==> src/rtl/conv1_mem_write_if.sv <==
// Pixel-in / memory-write bundle for conv1_mem_write.
// master drives start and pixels; slave is the writer block.
interface conv1_mem_write_if #(
    parameter int DATA_W = 16,
    parameter int ADDR_W = 10
);
    logic              start;
    logic              in_valid;
    logic [DATA_W-1:0] in_data;
    logic              in_ready;
    logic              wr_en;
    logic [ADDR_W-1:0] wr_addr;
    logic [DATA_W-1:0] wr_data;
    logic              done;

    modport master (
        output start, in_valid, in_data,
        input  in_ready, wr_en, wr_addr, wr_data, done
    );

    modport slave (
        input  start, in_valid, in_data,
        output in_ready, wr_en, wr_addr, wr_data, done
    );
endinterface

==> src/rtl/conv1_mem_write.sv <==
// Streams one raster-order conv1 image into memory, one write per pixel.
// Optional macro CONV1_WR_RELU_EN clamps negative pixels to 0 before storage.
module conv1_mem_write #(
    parameter int IMG_W  = 24,
    parameter int IMG_H  = 24,
    parameter int DATA_W = 16,
    parameter int ADDR_W = 10
) (
    input logic              clk,
    input logic              reset_n,
    conv1_mem_write_if.slave bus
);
    localparam int CW = (IMG_W > 1) ? $clog2(IMG_W) : 1;
    localparam int RW = (IMG_H > 1) ? $clog2(IMG_H) : 1;
    localparam logic [CW-1:0] COL_LAST = CW'(IMG_W - 1);
    localparam logic [RW-1:0] ROW_LAST = RW'(IMG_H - 1);

    typedef enum logic [1:0] {IDLE, WRITE, DONE} state_t;

    state_t            state;
    state_t            next_state;
    logic [CW-1:0]     col;
    logic [RW-1:0]     row;
    logic [ADDR_W-1:0] addr;
    logic [ADDR_W-1:0] wr_addr;
    logic [DATA_W-1:0] wr_data;
    logic [DATA_W-1:0] pix;
    logic              wr_en;
    logic              done;
    logic              in_ready;
    logic              accept;
    logic              last;
    logic              arm;

    assign accept = bus.in_valid && (state == WRITE);
    assign last   = (row == ROW_LAST) && (col == COL_LAST);
    assign arm    = bus.start && (state != WRITE);

`ifdef CONV1_WR_RELU_EN
    assign pix = bus.in_data[DATA_W-1] ? '0 : bus.in_data;
`else
    assign pix = bus.in_data;
`endif

    // State register.
    always_ff @(posedge clk or negedge reset_n) begin
        if (!reset_n) state <= IDLE;
        else          state <= next_state;
    end

    // Next state: arm from IDLE/DONE, finish on the last pixel.
    always_comb begin
        next_state = state;
        unique case (state)
            IDLE:    if (bus.start) next_state = WRITE;
            WRITE:   if (accept && last) next_state = DONE;
            DONE:    if (bus.start) next_state = WRITE;
            default: next_state = IDLE;
        endcase
    end

    // Handshake output decoded from state.
    always_comb begin
        in_ready = 1'b0;
        if (state == WRITE) in_ready = 1'b1;
    end

    // Raster counters, running address and the registered write port.
    always_ff @(posedge clk or negedge reset_n) begin
        if (!reset_n) begin
            row     <= '0;
            col     <= '0;
            addr    <= '0;
            wr_addr <= '0;
            wr_data <= '0;
            wr_en   <= 1'b0;
            done    <= 1'b0;
        end else begin
            wr_en <= accept;
            done  <= (next_state == DONE);
            if (arm) begin
                row  <= '0;
                col  <= '0;
                addr <= '0;
            end else if (accept) begin
                wr_addr <= addr;
                wr_data <= pix;
                addr    <= addr + 1'b1;
                if (col == COL_LAST) begin
                    col <= '0;
                    row <= row + 1'b1;
                end else begin
                    col <= col + 1'b1;
                end
            end
        end
    end

    assign bus.in_ready = in_ready;
    assign bus.wr_en    = wr_en;
    assign bus.wr_addr  = wr_addr;
    assign bus.wr_data  = wr_data;
    assign bus.done     = done;
endmodule

==> src/flat_wrapper.sv <==
// flat-port wrapper written by rule: the top's interface ports become plain ports
module conv1_mem_write_flat 
#(
    parameter int IMG_W  = 24,
    parameter int IMG_H  = 24,
    parameter int DATA_W = 16,
    parameter int ADDR_W = 10
)
  (clk, reset_n, bus_start, bus_in_valid, bus_in_data, bus_in_ready, bus_wr_en, bus_wr_addr, bus_wr_data, bus_done);
  conv1_mem_write_if #(.DATA_W(DATA_W), .ADDR_W(ADDR_W)) bus_i ();
  input logic clk;
  input logic reset_n;
  input wire logic [$bits(bus_i.start)-1:0] bus_start;
  input wire logic [$bits(bus_i.in_valid)-1:0] bus_in_valid;
  input wire logic [$bits(bus_i.in_data)-1:0] bus_in_data;
  output wire logic [$bits(bus_i.in_ready)-1:0] bus_in_ready;
  output wire logic [$bits(bus_i.wr_en)-1:0] bus_wr_en;
  output wire logic [$bits(bus_i.wr_addr)-1:0] bus_wr_addr;
  output wire logic [$bits(bus_i.wr_data)-1:0] bus_wr_data;
  output wire logic [$bits(bus_i.done)-1:0] bus_done;
  assign bus_i.start = bus_start;
  assign bus_i.in_valid = bus_in_valid;
  assign bus_i.in_data = bus_in_data;
  assign bus_in_ready = bus_i.in_ready;
  assign bus_wr_en = bus_i.wr_en;
  assign bus_wr_addr = bus_i.wr_addr;
  assign bus_wr_data = bus_i.wr_data;
  assign bus_done = bus_i.done;
  conv1_mem_write #(.IMG_W(IMG_W), .IMG_H(IMG_H), .DATA_W(DATA_W), .ADDR_W(ADDR_W)) u_core (.clk(clk), .reset_n(reset_n), .bus(bus_i));
endmodule
==> config.mk <==
export PLATFORM = sky130hd
export DESIGN_NAME = conv1_mem_write_flat
export DESIGN_NICKNAME = d
export VERILOG_FILES = /design/src/rtl/conv1_mem_write_if.sv /design/src/rtl/conv1_mem_write.sv /design/src/flat_wrapper.sv
export SDC_FILE = /design/constraint.sdc
export NUM_CORES = 1
export LEC_CHECK = 0
export ABC_CLOCK_PERIOD_IN_PS = 1700
export CORE_MARGIN = 2
export CORE_UTILIZATION = 44
export DETAILED_ROUTE_END_ITERATION = 7
export PLACE_DENSITY = 0.75
export SETUP_SLACK_MARGIN = 0.02
export SYNTH_ARGS = -nofsm -noshare
export SYNTH_HDL_FRONTEND = slang
export SYNTH_SLANG_ARGS = --single-unit
==> constraint.sdc <==
create_clock -name clk -period 1.7 [get_ports clk]
set_clock_uncertainty 0.2 [all_clocks]
set_input_delay 0.34 -clock clk [delete_from_list [all_inputs] [get_ports clk]]
set_output_delay 0.34 -clock clk [all_outputs]
set_load 0.01 [all_outputs]
# Word-level counts from Yosys, hierarchy flattened
# Cells that the tools add are included.
# totals
elab_cells,40
regBits,50
# op_classes
addsub,3
bitwise_logic,1
n_eq_ne,6
n_reduce_logical,10
muxes,12
# ops
op,count
5-bit two-way mux,6
10-bit two-way mux,2
10-bit by 1-bit adder with 10-bit output (second input constant),1
5-bit by 1-bit adder with 5-bit output (second input constant),2
5-bit equality test (second input constant),2
2-bit equality test (second input constant),2
1-bit logical AND,4
2-bit two-way mux,2
2-bit case mux with 2 select lines,1
2-bit AND reduction,2
2-bit nonzero test,2
2-bit by 1-bit equality test with 1-bit output (second input constant),1
2-bit zero test,1
2-bit by 1-bit inequality test with 1-bit output (second input constant),1
2-bit OR reduction,1
1-bit two-way mux,1
1-bit NOT,1

# Depth between registers and ports, before layout
# Gate-level depths: netlist (run 1).
# logic_depth
word_depth,6
ltp_mapped,5

# Worst setup path before layout (run 1)
# OpenSTA, ideal clock, no wires.
# synth_timing
kind,flip-flop to flip-flop
start,register u_core.col[0]
end,register u_core.row[4]
t_required_ps,1363
path_buffers,0
period_less_slack_ps,1589
setup_time_ps,137
path_stages_with_launch,6
t_arrival_ps,1251
slack_ps,111
path_cell_list,dfrtp_1 -> ha_1 -> nand4b_2 -> nor4_1 -> xnor2_1 -> nor2_1
# synth_via
elab_chain_len,3
# synth_rtl
item,line,source
start: declaration,conv1_mem_write.sv:22,logic [CW-1:0] col;
start signal: assignment,conv1_mem_write.sv:93,col <= col + 1'b1;
5-bit equality test,conv1_mem_write.sv:89,if (col == COL_LAST) begin
2-bit nonzero test (no line),-,
2-bit AND reduction (no line),-,
end signal: assignment,conv1_mem_write.sv:91,row <= row + 1'b1;
end: declaration,conv1_mem_write.sv:23,logic [RW-1:0] row;
# No other way between the ends.
# A chain may end at the register's enable or synchronous reset.

# Worst setup path in the final report (run 1)
# layout_timing
start,register u_core.col[1]
end,register u_core.state[1]
# layout_via
elab_chain_len,5
# layout_rtl
item,line,source
5-bit equality test,conv1_mem_write.sv:36,assign last = (row == ROW_LAST) && (col == COL_LAST);
1-bit logical AND,conv1_mem_write.sv:36,
1-bit logical AND,conv1_mem_write.sv:56,WRITE: if (accept && last) next_state = DONE;
2-bit two-way mux,conv1_mem_write.sv:56,
2-bit case mux with 2 select lines,conv1_mem_write.sv:54,unique case (state)
net u_core.next_state[1],conv1_mem_write.sv:21,state_t next_state;
end signal: assignment,conv1_mem_write.sv:48,else state <= next_state;
end: declaration,conv1_mem_write.sv:20,state_t state;
# The timed path passes the listed nets, and every way through them passes these cells.

==> out/results.txt, run 1 <==
setup TNS: 0 ps
Crit Path Category: flip-flop to flip-flop
die width: 73.0 um
layout cell share with drive strength beyond 1: 0.163
CTS Sinks: 50
P_leak: 1.53 nW
crit path DAT: 1690 ps
clock slew at reported path FFs: 100 ps
period utilisation layout: 0.976
Sw Ratio: 0.283
worst r2r path cells: 5
Layout area overhead: 42.9%
final wirelength: 4510 um
I/O pins: 49
Synth area leader: dfrtp_1
post-route ant nets: 0
routability cong.: 0.780
overall power: 0.00321 W
sequential share of the synthesized area: 0.598
post-synth cell types: 28
H-tree levels: 2
MaxCap Viol Count: 0
cell area after synthesis: 2090 um2
Die ar.: 5320 um2
Avg WL per Cell: 13.0 um
Synth Area per Inst: 9.51 um2
vias in the first global route: 1,637
Critical Path RT: 1730 ps
Post-synth EDFFs: 0
gr ovfl total: 0
nets: 316
most frequent CP cell: a21oi_1
drt drc: 0
worst slew pin tran: 337 ps
post-DR vias/cell: 5.00
xor/xnor share of the synthesized area: 0.0419
diodes inserted: 0
Synth Area in Adders: 0.0179
ys flop type: dfrtp_1
crit end category: flip-flop
Skew-Pair Late Insertion Delay: 310 ps
Flop pwr share: 0.476
RSZ-0062 raised after global routing: true
Final Core Density: 0.642
Net Count, Synth: 243
largest net degree at the start of global routing: 27
Cells after Synth: 220
ys async rst share: 1.00
GR Util All Layers: 0.183
compound-gate portion of the synthesized area: 0.0461
row count: 25
Rel. slew slack: 0.775
Max Transition Viols Final: 0
fill count: 389
Hold WC Path Type: flip-flop to flip-flop
1st-pass router iterations: 4
CTS max path bufs: 2
Die H: 73.0 um
starting density of the core: 0.449
final hold vios: 0
# setup viols final: 0
startpoint types: flip-flop
Post-Synth Simple-Gate Area: 0.264
vias: 1,741
Power Dens Cells: 1070 nW/um2
root buffer cell: clkbuf_8
I/O Buffers: 48
min Tclk post-route: 1660 ps
Worst path slowest cell: dfrtp_1
most frequent cells in the layout: nand2_1 (92), dfrtp_1 (50), dlygate4sd2_1 (28)
Max VDD drop: 622 uV
hold depth: 2
Synth top area share: 0.598
main combinational cell family by area after synthesis: simple AND/OR/NAND/NOR gates
core area: 4660 um2
fmax: 603 MHz
Synth Warn #: 0
status: complete, no violations
most common library cell in the layout ignoring fill and taps: nand2_1
Psw: 0.000907 W
mux contribution to synthesized area: 0.00957
first-pass GRT wire length: 7460 um
CTS Buf Count: 5
Comb pwr share: 0.213
initial antenna violation count: 0
placed cell count: 336
Synth area leaders: dfrtp_1 (60%), nand2_1 (17%), xnor2_1 (3.3%)
CTS tree: built
Max stage delay on crit path: 380 ps
worst-path cell chain: ha_2, nand4b_4, nor4_2, a21oi_1, a21oi_1
Int Pwr: 0.00230 W
DP HPWL: 3210 um
Synth Register Bits: 50
Post-Layout Cell Count: 348
Initial DRC Count: 109
critical path fanouts, max: 6
Clk pwr share: 0.312
Fin Hold WS: 276 ps
final timing paths:
check / start / to / slack (ps)
worst max-delay path: u_core.col[1] / u_core.state[1] / 40
worst min-delay path: u_core.bus.wr_data[8] / u_core.bus.wr_data[8] / 280
worst max register to register: u_core.col[1] / u_core.state[1] / 40
worst min register to register: u_core.bus.wr_data[8] / u_core.bus.wr_data[8] / 280
max in group asynchronous: reset_n / u_core.col[4] / 690
min in group asynchronous: reset_n / u_core.bus.wr_data[12] / 350
per-stage QoR:
step                      instance area (um2)  worst slack, ps
after global placement                   2750             -231
after detailed placement                 2750             -270
after global routing                     2990            -82.0
after CTS                                2860             23.0
after floorplan                          2090              111
final                                    2990             41.6
timing repair:
item	CTS	global route
endpoints found under the hold margin	50	0
gates resized for setup	33	23
hold buffers	1	0
endpoints found under the setup margin	30	12
setup buffers	0	3
pin swaps	0	9
cell type report:
cell class / count / area (um2) / area share
clock inverters: 3 / 68.8 / 0.0230
flip-flops and latches: 50 / 1250 / 0.418
repair buffers: 72 / 629 / 0.210
inverters: 4 / 17.5 / 0.00586
multi-input cells: 160 / 887 / 0.297
well taps: 54 / 67.6 / 0.0226
clock buffers: 5 / 68.8 / 0.0230
kinds of logic after synthesis:
kind of cell,after synthesis
AOI/OAI and AO/OA,16
xor gates and xnor gates,10
buffers and inverters,10
muxes,2
DFF,50
and+or+nand+nor,129
adders and majority gates,3
flip-flops by register name, summed over array words and instances, names as in the netlist:
register / cells
u_core.addr: 10
u_core.bus.wr_en: 1
u_core.row: 5
u_core.bus.wr_data: 16
u_core.bus.wr_addr: 10
u_core.state: 2
u_core.col: 5
u_core.bus.done: 1
cells in the mapped netlist (all sizes together), types with 2 or more instances:
cell / instances
nand4: 3
inv: 4
o21ai: 8
ha: 3
dfrtp: 50
nor3: 5
xnor2: 8
nor2: 13
xor2: 2
nand3: 5
nor4: 4
nand2: 93
mux2i: 2
buf: 5
a21oi: 4
nand4b: 2
nand3b: 3
worst max-delay path, delay by kind of cell, from the launching register on:
family                   cells  cell delay (ps)
AND/OR/NAND/NOR              2              530
flip-flops                   1              380
AO/OA/AOI/OAI                2              260
adder cells (fa/ha/maj)      1              220
metal layers:
layer  wire, um  up-vias  global-route usage
met3        220        6              0.0456
li1           -      858                   -
met5          0        -                   0
met4         50        0              0.0679
met2       2190       44               0.301
met1       2050      833               0.233
power groups by stage:
stage | Clock, W | Sequential, W | Combinational [W]
final | 0.00100 | 0.00153 | 0.000681
after global routing | 0.00107 | 0.00156 | 0.000772
after CTS | 0.00102 | 0.00152 | 0.000630
after detailed placement | 0 | 0.00155 | 0.000683
after global placement | 0 | 0.00154 | 0.000663
after floorplan | 0 | 0.00157 | 0.000268
No activity file was read; power rests on OpenSTA's default activity.
==> inputs of run 2 (changes only) <==
- CAP_MARGIN: not set -> 20
- CELL_PAD_IN_SITES_DETAIL_PLACEMENT: not set -> 0
- CELL_PAD_IN_SITES_GLOBAL_PLACEMENT: not set -> 2
- CORE_UTILIZATION: 44 -> 27
- PLACE_DENSITY: 0.75 -> not set
- PLACE_DENSITY_LB_ADDON: not set -> 0.1
==> run 2 against run 1 <==
Final cell count grew 14%. Via count decreased by 1.8%. Global-route usage fell by 5.7 points. Sequential power hardly changed. Flip-flop and latch count is the same. Wire length grew 5.9%. Die area grew 59%. Worst setup slack better by 56 ps. Non-clock buffer count is the same. Register-to-register slack improved by 80 ps. Critical path depth fell by 2.
==> out/results.txt, run 2 (synthesis gave the netlist of run 1 again) <==
status: complete, no violations (unchanged)
post-route ant nets: 0 (unchanged)
final wirelength: 4780 um (was 4510 um)
I/O pins: 49 (unchanged)
Top Registers: u_core.bus.wr_data: 16 flops, u_core.addr: 10 flops, u_core.bus.wr_addr: 10 flops (unchanged)
fmax: 624 MHz (was 603 MHz)
final instance area: 2950 um2 (was 2990 um2)
RSZ-0062 raised after global routing: true (unchanged)
Die ar.: 8470 um2 (was 5320 um2)
MaxCap Viol Count: 0 (unchanged)
I/O Buffers: 48 (unchanged)
# setup viols final: 0 (unchanged)
nets: 316 (unchanged)
Die H: 92.0 um (was 73.0 um)
first-pass GRT wire length: 8440 um (was 7460 um)
vias: 1,709 (was 1,741)
CTS tree: built (unchanged)
P_leak: 1.49 nW (was 1.53 nW)
hold depth: 2 (unchanged)
worst slew pin tran: 300 ps (was 337 ps)
Hold WC Path Type: flip-flop to flip-flop (unchanged)
crit path DAT: 1060 ps (was 1690 ps)
DP HPWL: 3370 um (was 3210 um)
gr ovfl total: 0 (unchanged)
Skew-Pair Late Insertion Delay: 300 ps (was 310 ps)
Layout area overhead: 41.1% (was 42.9%)
worst r2r path cells: 5 (unchanged)
CTS Sinks: 50 (unchanged)
initial antenna violation count: 0 (unchanged)
final hold vios: 0 (unchanged)
most frequent cells in the layout: nand2_1 (93), dfrtp_1 (50), dlygate4sd2_1 (28) (was nand2_1 (92), dfrtp_1 (50), dlygate4sd2_1 (28))
die width: 92.0 um (was 73.0 um)
H-tree levels: 2 (unchanged)
Worst path slowest cell: dfrtp_1 (unchanged)
GR Util All Layers: 0.126 (was 0.183)
starting density of the core: 0.275 (was 0.449)
period utilisation layout: 0.942 (was 0.976)
vias in the first global route: 1,789 (was 1,637)
drt drc: 0 (unchanged)
critical path fanouts, max: 4 (was 6)
critical path's top delay family: flip-flops (was simple AND/OR/NAND/NOR gates)
worst-path cell chain: nand2b_4, inv_1, buf_2 (was ha_2, nand4b_4, nor4_2, a21oi_1, a21oi_1)
critical path depth: 3 (was 5)
Max Transition Viols Final: 0 (unchanged)
Avg WL per Cell: 12.1 um (was 13.0 um)
Crit Path Category: flip-flop to primary output (was flip-flop to flip-flop)
Max stage delay on crit path: 410 ps (was 380 ps)
startpoint types: flip-flop (unchanged)
Power Dens Cells: 985 nW/um2 (was 1070 nW/um2)
1st-pass router iterations: 4 (unchanged)
clock slew at reported path FFs: 90 ps (was 100 ps)
CTS max path bufs: 2 (unchanged)
post-DR vias/cell: 4.32 (was 5.00)
final worst slack: 97.8 ps (was 41.6 ps)
Rel. slew slack: 0.800 (was 0.775)
layout cell share with drive strength beyond 1: 0.146 (was 0.163)
Placement Cell Area: 2840 um2 (was 2750 um2)
core area: 7610 um2 (was 4660 um2)
Initial DRC Count: 85 (was 109)
diodes inserted: 0 (unchanged)
Biggest register: u_core.bus.wr_data (unchanged)
CP Buf/Inv Count: 2 (was 0)
root buffer cell: clkbuf_8 (unchanged)
Max VDD drop: 295 uV (was 622 uV)
most common library cell in the layout ignoring fill and taps: nand2_1 (unchanged)
min Tclk post-route: 1600 ps (was 1660 ps)
routability cong.: 0.692 (was 0.780)
DP Worst Slack: -341 ps (was -270 ps)
CTS Buf Count: 5 (unchanged)
Critical Path RT: 1160 ps (was 1730 ps)
Fin Hold WS: 274 ps (was 276 ps)
max reg flops: 16 (unchanged)
largest net degree at the start of global routing: 51 (was 27)
row count: 32 (was 25)
crit end category: primary output (was flip-flop)
-- run 2: through the flow --
step | TNS, ps | instances | util | power [W]
3_5_place_dp | -9320 | 386 | 0.374 | 0.00228
2_1_floorplan | 0 | 220 | - | 0.00184
6_report | 0 | 396 | 0.388 | 0.00291
5_1_grt | 0 | 396 | 0.388 | 0.00313
3_3_place_gp | -8070 | 386 | 0.374 | 0.00227
4_1_cts | 0 | 395 | 0.384 | 0.00295
-- run 2: final timing paths --
path | startpoint | endpoint | slack [ps]
worst max-delay path | u_core.state[1] | bus_in_ready | 100
min in group asynchronous | reset_n | u_core.row[4] | 350
max in group asynchronous | reset_n | u_core.bus.wr_data[7] | 720
worst max register to register | u_core.state[0] | u_core.addr[9] | 120
worst min-delay path | u_core.bus.wr_addr[6] | u_core.bus.wr_addr[6] | 270
worst min register to register | u_core.bus.wr_addr[6] | u_core.bus.wr_addr[6] | 270
-- run 2: power breakdown --
group | switching [W] | total [W] | internal (W)
combinational | 0.000338 | 0.000683 | 0.000345
sequential | 0.000133 | 0.00151 | 0.00137
clock | 0.000390 | 0.000720 | 0.000329
total | 0.000861 | 0.00291 | 0.00205
-- run 2: final cells by class --
type / count / area [um2]
clock buffer: 7 / 86.3
multi-input combinational: 160 / 837
inverter: 4 / 15.0
timing repair buffer: 72 / 631
clock inverter: 1 / 5.00
sequential: 50 / 1250
tap: 102 / 128
fill: 807 / 4650
-- run 2: per-layer routing --
metal,routed length [um],vias up,track usage
li1,-,857,-
met1,2200,808,0.163
met2,2260,39,0.205
met3,257,5,0.0337
met4,63,0,0.0410
met5,0,-,0
-- run 2: worst reg2reg max path, stage by stage (launching register included) --
cell	delay, ps
dfrtp_1	420
buf_4	150
nand4b_1	180
nor4_2	320
xnor2_1	160
nor2_1	50
-- run 2: what timing repair did --
action / in CTS / in global routing
pin swaps: 2 / 1
resized for setup: 35 / 5
buffers inserted: 0 / 1
endpoints found under the hold margin: 50 / 0
setup endpoints to repair: 32 / 15
hold buffers: 1 / 0
==> inputs of run 3 (changes only) <==
- GPL_ROUTABILITY_DRIVEN: not set -> 0
==> results of run 3 <==
No change in the layout: final DEF, timing and power equal those of run 2.
